[src/rtl/lcd_spi_pkg.sv]
// Shared definitions for the ST7735 byte-level SPI writer: FSM states,
// default timing parameters and the layout of the 9-bit {dc, byte} word.
package lcd_spi_pkg;

    typedef enum logic [1:0] {
        ST_IDLE,
        ST_SHIFT,
        ST_DONE,
        ST_GAP
    } state_e;

    localparam int DEF_CLK_DIV    = 2;
    localparam int DEF_GAP_CYCLES = 4;

    localparam int WORD_W  = 9;
    localparam int DC_BIT  = 8;
    localparam int MSB_BIT = 7;

    // Phase 16 is the hold phase; 14 is the last phase that shifts a new bit.
    localparam logic [4:0] PH_HOLD       = 5'd16;
    localparam logic [4:0] PH_LAST_SHIFT = 5'd14;

endpackage

[src/rtl/lcd_spi_tick.sv]
// SCK half-period counter: pulses tick_o for one cycle every CLK_DIV cycles
// while running, and holds at zero while clr_i is high.
module lcd_spi_tick
    import lcd_spi_pkg::*;
#(
    parameter int CLK_DIV = DEF_CLK_DIV
) (
    input  logic clk_i,
    input  logic rst_i,
    input  logic clr_i,
    output logic tick_o
);

    localparam logic [7:0] CNT_LAST = 8'(CLK_DIV - 1);

    logic [7:0] cnt_q, cnt_d;

    always_comb begin
        cnt_d = cnt_q + 8'd1;
        if (clr_i || cnt_q == CNT_LAST) begin
            cnt_d = 8'd0;
        end
    end

    assign tick_o = !clr_i && (cnt_q == CNT_LAST);

    always_ff @(posedge clk_i) begin
        if (rst_i) begin
            cnt_q <= 8'd0;
        end else begin
            cnt_q <= cnt_d;
        end
    end

endmodule

[src/rtl/lcd_spi_write.sv]
// ST7735 SPI mode-0 byte writer for 9-bit {dc, byte} words with a post-byte gap.
// Optional LCD_SPI_CS_KEEP_EN keeps chip select low across back-to-back bytes.
module lcd_spi_write
    import lcd_spi_pkg::*;
#(
    parameter int CLK_DIV    = DEF_CLK_DIV,
    parameter int GAP_CYCLES = DEF_GAP_CYCLES
) (
    input  logic              sys_clk,
    input  logic              sys_rst,
    input  logic [WORD_W-1:0] data,
    input  logic              en_write,
    output logic              wr_done,
    output logic              busy,
    output logic              lcd_sclk,
    output logic              lcd_mosi,
    output logic              lcd_cs_n,
    output logic              lcd_dc
);

    // GAP holds GAP_CYCLES-1 cycles; the IDLE sampling cycle completes the gap.
    localparam logic [15:0] GAP_LAST = 16'(GAP_CYCLES - 2);

    state_e      state_q, state_d;
    logic [4:0]  phase_q, phase_d;
    logic [4:0]  ph_next;
    logic [15:0] gap_q, gap_d;
    logic [7:0]  shreg_q, shreg_d;
    logic        sclk_q, sclk_d;
    logic        mosi_q, mosi_d;
    logic        cs_n_q, cs_n_d;
    logic        dc_q, dc_d;
    logic        done_q, done_d;
    logic        busy_q, busy_d;
    logic        tick;

    lcd_spi_tick #(
        .CLK_DIV (CLK_DIV)
    ) u_tick (
        .clk_i  (sys_clk),
        .rst_i  (sys_rst),
        .clr_i  (state_q != ST_SHIFT),
        .tick_o (tick)
    );

    assign ph_next = phase_q + 5'd1;

    always_comb begin
        state_d = state_q;
        phase_d = phase_q;
        gap_d   = gap_q;
        shreg_d = shreg_q;
        sclk_d  = sclk_q;
        mosi_d  = mosi_q;
        cs_n_d  = cs_n_q;
        dc_d    = dc_q;
        done_d  = 1'b0;

        case (state_q)
            ST_IDLE: begin
                if (!en_write) begin
                    cs_n_d = 1'b1;
                end
                if (en_write) begin
                    state_d = ST_SHIFT;
                    phase_d = 5'd0;
                    shreg_d = data[MSB_BIT:0];
                    dc_d    = data[DC_BIT];
                    cs_n_d  = 1'b0;
                    mosi_d  = data[MSB_BIT];
                    sclk_d  = 1'b0;
                end
            end

            ST_SHIFT: begin
                if (tick) begin
                    if (phase_q == PH_HOLD) begin
                        state_d = ST_DONE;
                        phase_d = 5'd0;
                        done_d  = 1'b1;
                        mosi_d  = 1'b0;
                        sclk_d  = 1'b0;
`ifdef LCD_SPI_CS_KEEP_EN
                        cs_n_d  = 1'b0;
`else
                        cs_n_d  = 1'b1;
`endif
                    end else begin
                        phase_d = ph_next;
                        if (ph_next[0]) begin
                            sclk_d = 1'b1;
                        end else begin
                            sclk_d = 1'b0;
                            if (ph_next <= PH_LAST_SHIFT) begin
                                shreg_d = shreg_q << 1;
                                mosi_d  = shreg_d[MSB_BIT];
                            end
                        end
                    end
                end
            end

            ST_DONE: begin
                state_d = ST_GAP;
                gap_d   = 16'd0;
            end

            ST_GAP: begin
                if (gap_q == GAP_LAST) begin
                    state_d = ST_IDLE;
                    gap_d   = 16'd0;
`ifdef LCD_SPI_CS_KEEP_EN
                    if (!en_write) begin
                        cs_n_d = 1'b1;
                    end
`else
                    cs_n_d = 1'b1;
`endif
                end else begin
                    gap_d = gap_q + 16'd1;
                end
            end

            default: begin
                state_d = ST_IDLE;
            end
        endcase

        busy_d = (state_d != ST_IDLE);
    end

    always_ff @(posedge sys_clk) begin
        if (sys_rst) begin
            state_q <= ST_IDLE;
            phase_q <= 5'd0;
            gap_q   <= 16'd0;
            shreg_q <= 8'd0;
            sclk_q  <= 1'b0;
            mosi_q  <= 1'b0;
            cs_n_q  <= 1'b1;
            dc_q    <= 1'b0;
            done_q  <= 1'b0;
            busy_q  <= 1'b0;
        end else begin
            state_q <= state_d;
            phase_q <= phase_d;
            gap_q   <= gap_d;
            shreg_q <= shreg_d;
            sclk_q  <= sclk_d;
            mosi_q  <= mosi_d;
            cs_n_q  <= cs_n_d;
            dc_q    <= dc_d;
            done_q  <= done_d;
            busy_q  <= busy_d;
        end
    end

    assign wr_done  = done_q;
    assign busy     = busy_q;
    assign lcd_sclk = sclk_q;
    assign lcd_mosi = mosi_q;
    assign lcd_cs_n = cs_n_q;
    assign lcd_dc   = dc_q;

endmodule

[config.mk]
export PLATFORM = sky130hd
export DESIGN_NAME = lcd_spi_write
export DESIGN_NICKNAME = d
export VERILOG_FILES = /design/src/rtl/lcd_spi_pkg.sv /design/src/rtl/lcd_spi_tick.sv /design/src/rtl/lcd_spi_write.sv
export SDC_FILE = /design/constraint.sdc
export NUM_CORES = 1
export LEC_CHECK = 0
export ABC_CLOCK_PERIOD_IN_PS = 6500
export BUFFER_PORTS_ARGS = -buffer_cell sky130_fd_sc_hd__buf_2
export CAP_MARGIN = 20
export CORE_ASPECT_RATIO = 1.1
export CORE_MARGIN = 1.5
export CORE_UTILIZATION = 62
export CTS_CLUSTER_DIAMETER = 80
export DETAILED_ROUTE_END_ITERATION = 7
export GPL_TIMING_DRIVEN = 0
export PLACE_DENSITY = 0.87
export RECOVER_POWER = 50
export SLEW_MARGIN = 20
export SYNTH_ARGS = -nofsm -noshare
export SYNTH_HDL_FRONTEND = slang
export SYNTH_HIERARCHICAL = 1
export SYNTH_SLANG_ARGS = --single-unit
[constraint.sdc]
create_clock -name sys_clk -period 6.5 [get_ports sys_clk]
set_input_delay 0.65 -clock sys_clk [delete_from_list [all_inputs] [get_ports sys_clk]]
set_output_delay 0.65 -clock sys_clk [all_outputs]
set_load 0.1 [all_outputs]
==> qor.txt <==
GRT
---------------------------------------------------------------------------------
Global-route wire length before repair                                    8270 um
Final global-route overflow total                                               0
Largest net degree at the start of global routing                              14
Antenna violations before repair                                                0
Number of global-route vias before repair                                    1888
GRT Total Usage                                                             0.274

STA
---------------------------------------------------------------------------------
Total Negative Setup Slacks                                                  0 ns
Part of the cycle the worst path needs                                      0.446
Setup violators final                                                           0
Worst slew slack as a fraction of its limit                                 0.220
Skew final                                                             0.00765 ns
Number of slew-limit violations in the final report                             0
Peak Freq                                                                 345 MHz
Final hold vios                                                                 0
Transition time of the tightest slew-check pin                            1.18 ns
Unrepaired setup endpoints after global routing                                no
Min cycle time layout                                                     2.90 ns

FLOORPLAN
---------------------------------------------------------------------------------
Die boundary height                                                       65.6 um
Number of placed I/O pins                                                      18
Core Footprint                                                        0.00339 mm2
Site row count                                                                 22
Die outline width                                                         59.9 um
Initial core utilization                                                    0.653
Full die area                                                         0.00393 mm2

ROUTING
---------------------------------------------------------------------------------
Count of vias placed by the detailed router                                  2048
Number of iterations in the first detailed-routing pass                         4
Wirelength per Cell                                                       14.5 um
Detailed-route vias per instance                                             6.08
Violation count after the first detailed-routing iteration                    134
Routed WL                                                                 4870 um
Residual antenna-violating net count after detailed routing                     0
Post-route DRC violation count                                                  0

CLOCK NETWORK
---------------------------------------------------------------------------------
Number of buffers created by CTS                                                5
Source-to-sink clock delay at the later pin of the worst-skew pair        0.36 ns
CTS clock-pin slew for the worst setup and hold paths                     0.13 ns
Post-cts resize count                                                           0
Clock sink count                                                               43
Count of hold buffers inserted by post-cts repair                               0
TritonCTS clock tree                                                        built
Max Buffers Root-to-Sink                                                        2
Root Buffer                                                          sky130_fd_sc_hd__clkbuf_4
# Post-CTS Setup Buffers                                                        0
CTS H-Tree Depth                                                                2

PLACEMENT
---------------------------------------------------------------------------------
Routability congestion estimate                                             0.888
Quantity of I/O buffers inserted on ports                                      17
Half-perimeter wire length of the detailed placement result               3500 um

SYNTH
---------------------------------------------------------------------------------
Fraction of synthesis flops using an asynchronous set or reset pin              0
Number of instances in the synthesized netlist                                264
Number of enable-type register cells in the synthesized netlist                 0
Synth Flop Type                                                      sky130_fd_sc_hd__dfxtp_1
Count of unique library cells instantiated by Yosys                            53
Yosys warning count                                                             6
Syn nets                                                                      283
Post-synthesis cell area                                              0.00221 mm2
Number of register bits inferred by synthesis                                  43
Fraction of the yosys area taken by sequential cells                        0.390
Average cell area after synthesis                                        8.37 um2

WORST SETUP PATH
---------------------------------------------------------------------------------
Arrival time at the worst endpoint                                        3.14 ns
CP Data Required Time                                                     6.74 ns
R2r worst-path depth                                                           11
Crit. End Element                                                            flop
Biggest fanout along the worst timing path                                     12
Kind of start point of the critical path                                     flop
Worst r2r dst                                                        shreg_q[5]$_SDFFE_PP0P_
Crit path kind                                                            reg2reg
Setup slack of the worst register-to-register path                        3.60 ns
Source of the worst register-to-register timing path                 state_q[0]$_SDFF_PP0_

FINISH
---------------------------------------------------------------------------------
Post-layout nets                                                              307
Fraction of final layout cells sized beyond drive strength 1                0.114
Most common cell after layout, fill and taps aside                   sky130_fd_sc_hd__dfxtp_1
Commonest cells after routing, fill and taps aside                   sky130_fd_sc_hd__dfxtp_1, sky130_fd_sc_hd__nor2_1, sky130_fd_sc_hd__a21oi_1, sky130_fd_sc_hd__nand2_1, sky130_fd_sc_hd__o21ai_0
P&R area growth vs syn                                                      9.17%
Layout Utilization                                                          0.712
Number of fillers in the final layout                                         290
Final antenna diode count                                                       0

POWER AND IR DROP
---------------------------------------------------------------------------------
Final Power                                                            0.000508 W
Leakage Power                                                            0.886 nW
Maximum ir drop on the vdd rail                                        0.000164 V
Power density over the cells                                           210 mW/mm2

RUN STATUS
---------------------------------------------------------------------------------
Outcome                                                              complete, no violations

HOLD PATH
---------------------------------------------------------------------------------
Worst min-delay path startpoint                                      shreg_q[0]$_SDFFE_PP0P_
Worst hold path cell count                                                      2
Type of the most critical hold path                                       reg2reg
Worst Hold Endpoint                                                  shreg_q[0]$_SDFFE_PP0P_

FLOW RUN
---------------------------------------------------------------------------------
Maximum Capacitance Violations                                                  0

-- flip-flops by register name, summed over array words and instances (netlist names) --
name          count
phase_q           5
gap_q            16
lcd_dc            1
lcd_cs_n          1
lcd_mosi          1
wr_done           1
busy              1
u_tick/cnt_q      8
state_q           2
shreg_q           7
-- kinds of logic after synthesis --
| kind of cell | Yosys count | share of synthesized area |
|---|---|---|
| muxes | 3 | 0.0142 |
| xor gates and xnor gates | 7 | 0.0277 |
| DFF | 43 | 0.390 |
| buffers and inverters | 26 | 0.0549 |
| and+or+nand+nor | 109 | 0.268 |
| AOI/OAI and AO/OA | 69 | 0.206 |
| adders and majority gates | 7 | 0.0396 |
-- per-stage QoR --
stage                     instance area [um2]  cells  hold WS [ns]  setup WS (ns)
after floorplan                          2210    264         0.441           3.84
after global placement                   2350    329         0.450           3.98
after detailed placement                 2350    329         0.462           3.91
after CTS                                2440    337         0.490           3.84
after global routing                     2410    337         0.512           3.27
final                                    2410    337         0.482           3.60
-- final cells by class --
type / instances / area [um2] / area share
tap: 48 / 60.1 / 0.0249
timing repair buffer: 17 / 78.8 / 0.0327
clock buffer: 6 / 51.3 / 0.0213
sequential: 43 / 861 / 0.357
inverter: 14 / 52.6 / 0.0218
clock inverter: 2 / 35.0 / 0.0145
multi-input combinational: 195 / 1220 / 0.507
buffer: 12 / 51.3 / 0.0213
-- metal layers --
metal	wire (um)	part of all wire	up-vias	track usage
met5	0	0	-	0
met4	104	0.021	0	0.111
met3	133	0.027	10	0.0472
met2	2430	0.50	33	0.467
met1	2200	0.45	985	0.335
li1	-	-	1020	-
-- critical path, stage by stage, from the launching register on --
cell,delay [ns]
sky130_fd_sc_hd__dfxtp_1,0.33
sky130_fd_sc_hd__clkbuf_1,0.26
sky130_fd_sc_hd__nand2b_1,0.09
sky130_fd_sc_hd__clkbuf_1,0.20
sky130_fd_sc_hd__clkbuf_1,0.31
sky130_fd_sc_hd__nor2_1,0.32
sky130_fd_sc_hd__nand3b_1,0.18
sky130_fd_sc_hd__nor2_2,0.20
sky130_fd_sc_hd__nand4_1,0.25
sky130_fd_sc_hd__buf_2,0.27
sky130_fd_sc_hd__a221oi_1,0.27
sky130_fd_sc_hd__a311oi_1,0.08
-- synth_stat cells (all sizes together) (2+ instances only) --
master / instances / area, um2
dfxtp: 43 / 861
nor2: 26 / 100
a21oi: 19 / 98.9
nand2: 18 / 67.6
o21ai: 15 / 75.1
inv: 14 / 52.6
nand3: 14 / 70.1
nor3: 9 / 45.0
a311oi: 8 / 70.1
or3: 8 / 55.1
buf: 7 / 48.8
ha: 7 / 87.6
nand4: 6 / 43.8
a21o: 5 / 37.5
a221oi: 5 / 43.8
clkbuf: 5 / 20.0
xor2: 5 / 43.8
nor3b: 4 / 30.0
o22ai: 4 / 25.0
a31oi: 3 / 18.8
nand2b: 3 / 18.8
a211o: 2 / 18.8
a22o: 2 / 17.5
a41oi: 2 / 17.5
and2: 2 / 12.5
and3: 2 / 12.5
and4: 2 / 18.8
and4bb: 2 / 25.0
mux2i: 2 / 20.0
nand3b: 2 / 15.0
nor2b: 2 / 12.5
nor4: 2 / 12.5
nor4b: 2 / 17.5
or2: 2 / 12.5
xnor2: 2 / 17.5
-- worst max path at each step --
stage          cells past startpoint                       to                  startpoint  slack, ns
3_5_place_dp                      11  shreg_q[6]$_SDFFE_PP0P_       state_q[0]$_SDFF_PP0_       3.91
3_3_place_gp                      10  shreg_q[5]$_SDFFE_PP0P_  u_tick/cnt_q[0]$_SDFF_PP0_       3.98
5_1_grt                           11  shreg_q[5]$_SDFFE_PP0P_       state_q[0]$_SDFF_PP0_       3.27
6_report                          11  shreg_q[5]$_SDFFE_PP0P_       state_q[0]$_SDFF_PP0_       3.60
4_1_cts                           11  shreg_q[6]$_SDFFE_PP0P_       state_q[0]$_SDFF_PP0_       3.84
2_1_floorplan                      8  shreg_q[5]$_SDFFE_PP0P_     phase_q[0]$_SDFFE_PP0P_       3.84
-- power by group --
group	switching (W)	total, W	internal [W]	leakage [nW]
combinational	0.0000385	0.0000544	0.0000159	0.489
sequential	0.00000272	0.000273	0.000270	0.349
clock	0.0000893	0.000180	0.0000909	0.0482
No activity file was read; power rests on OpenSTA's default activity.
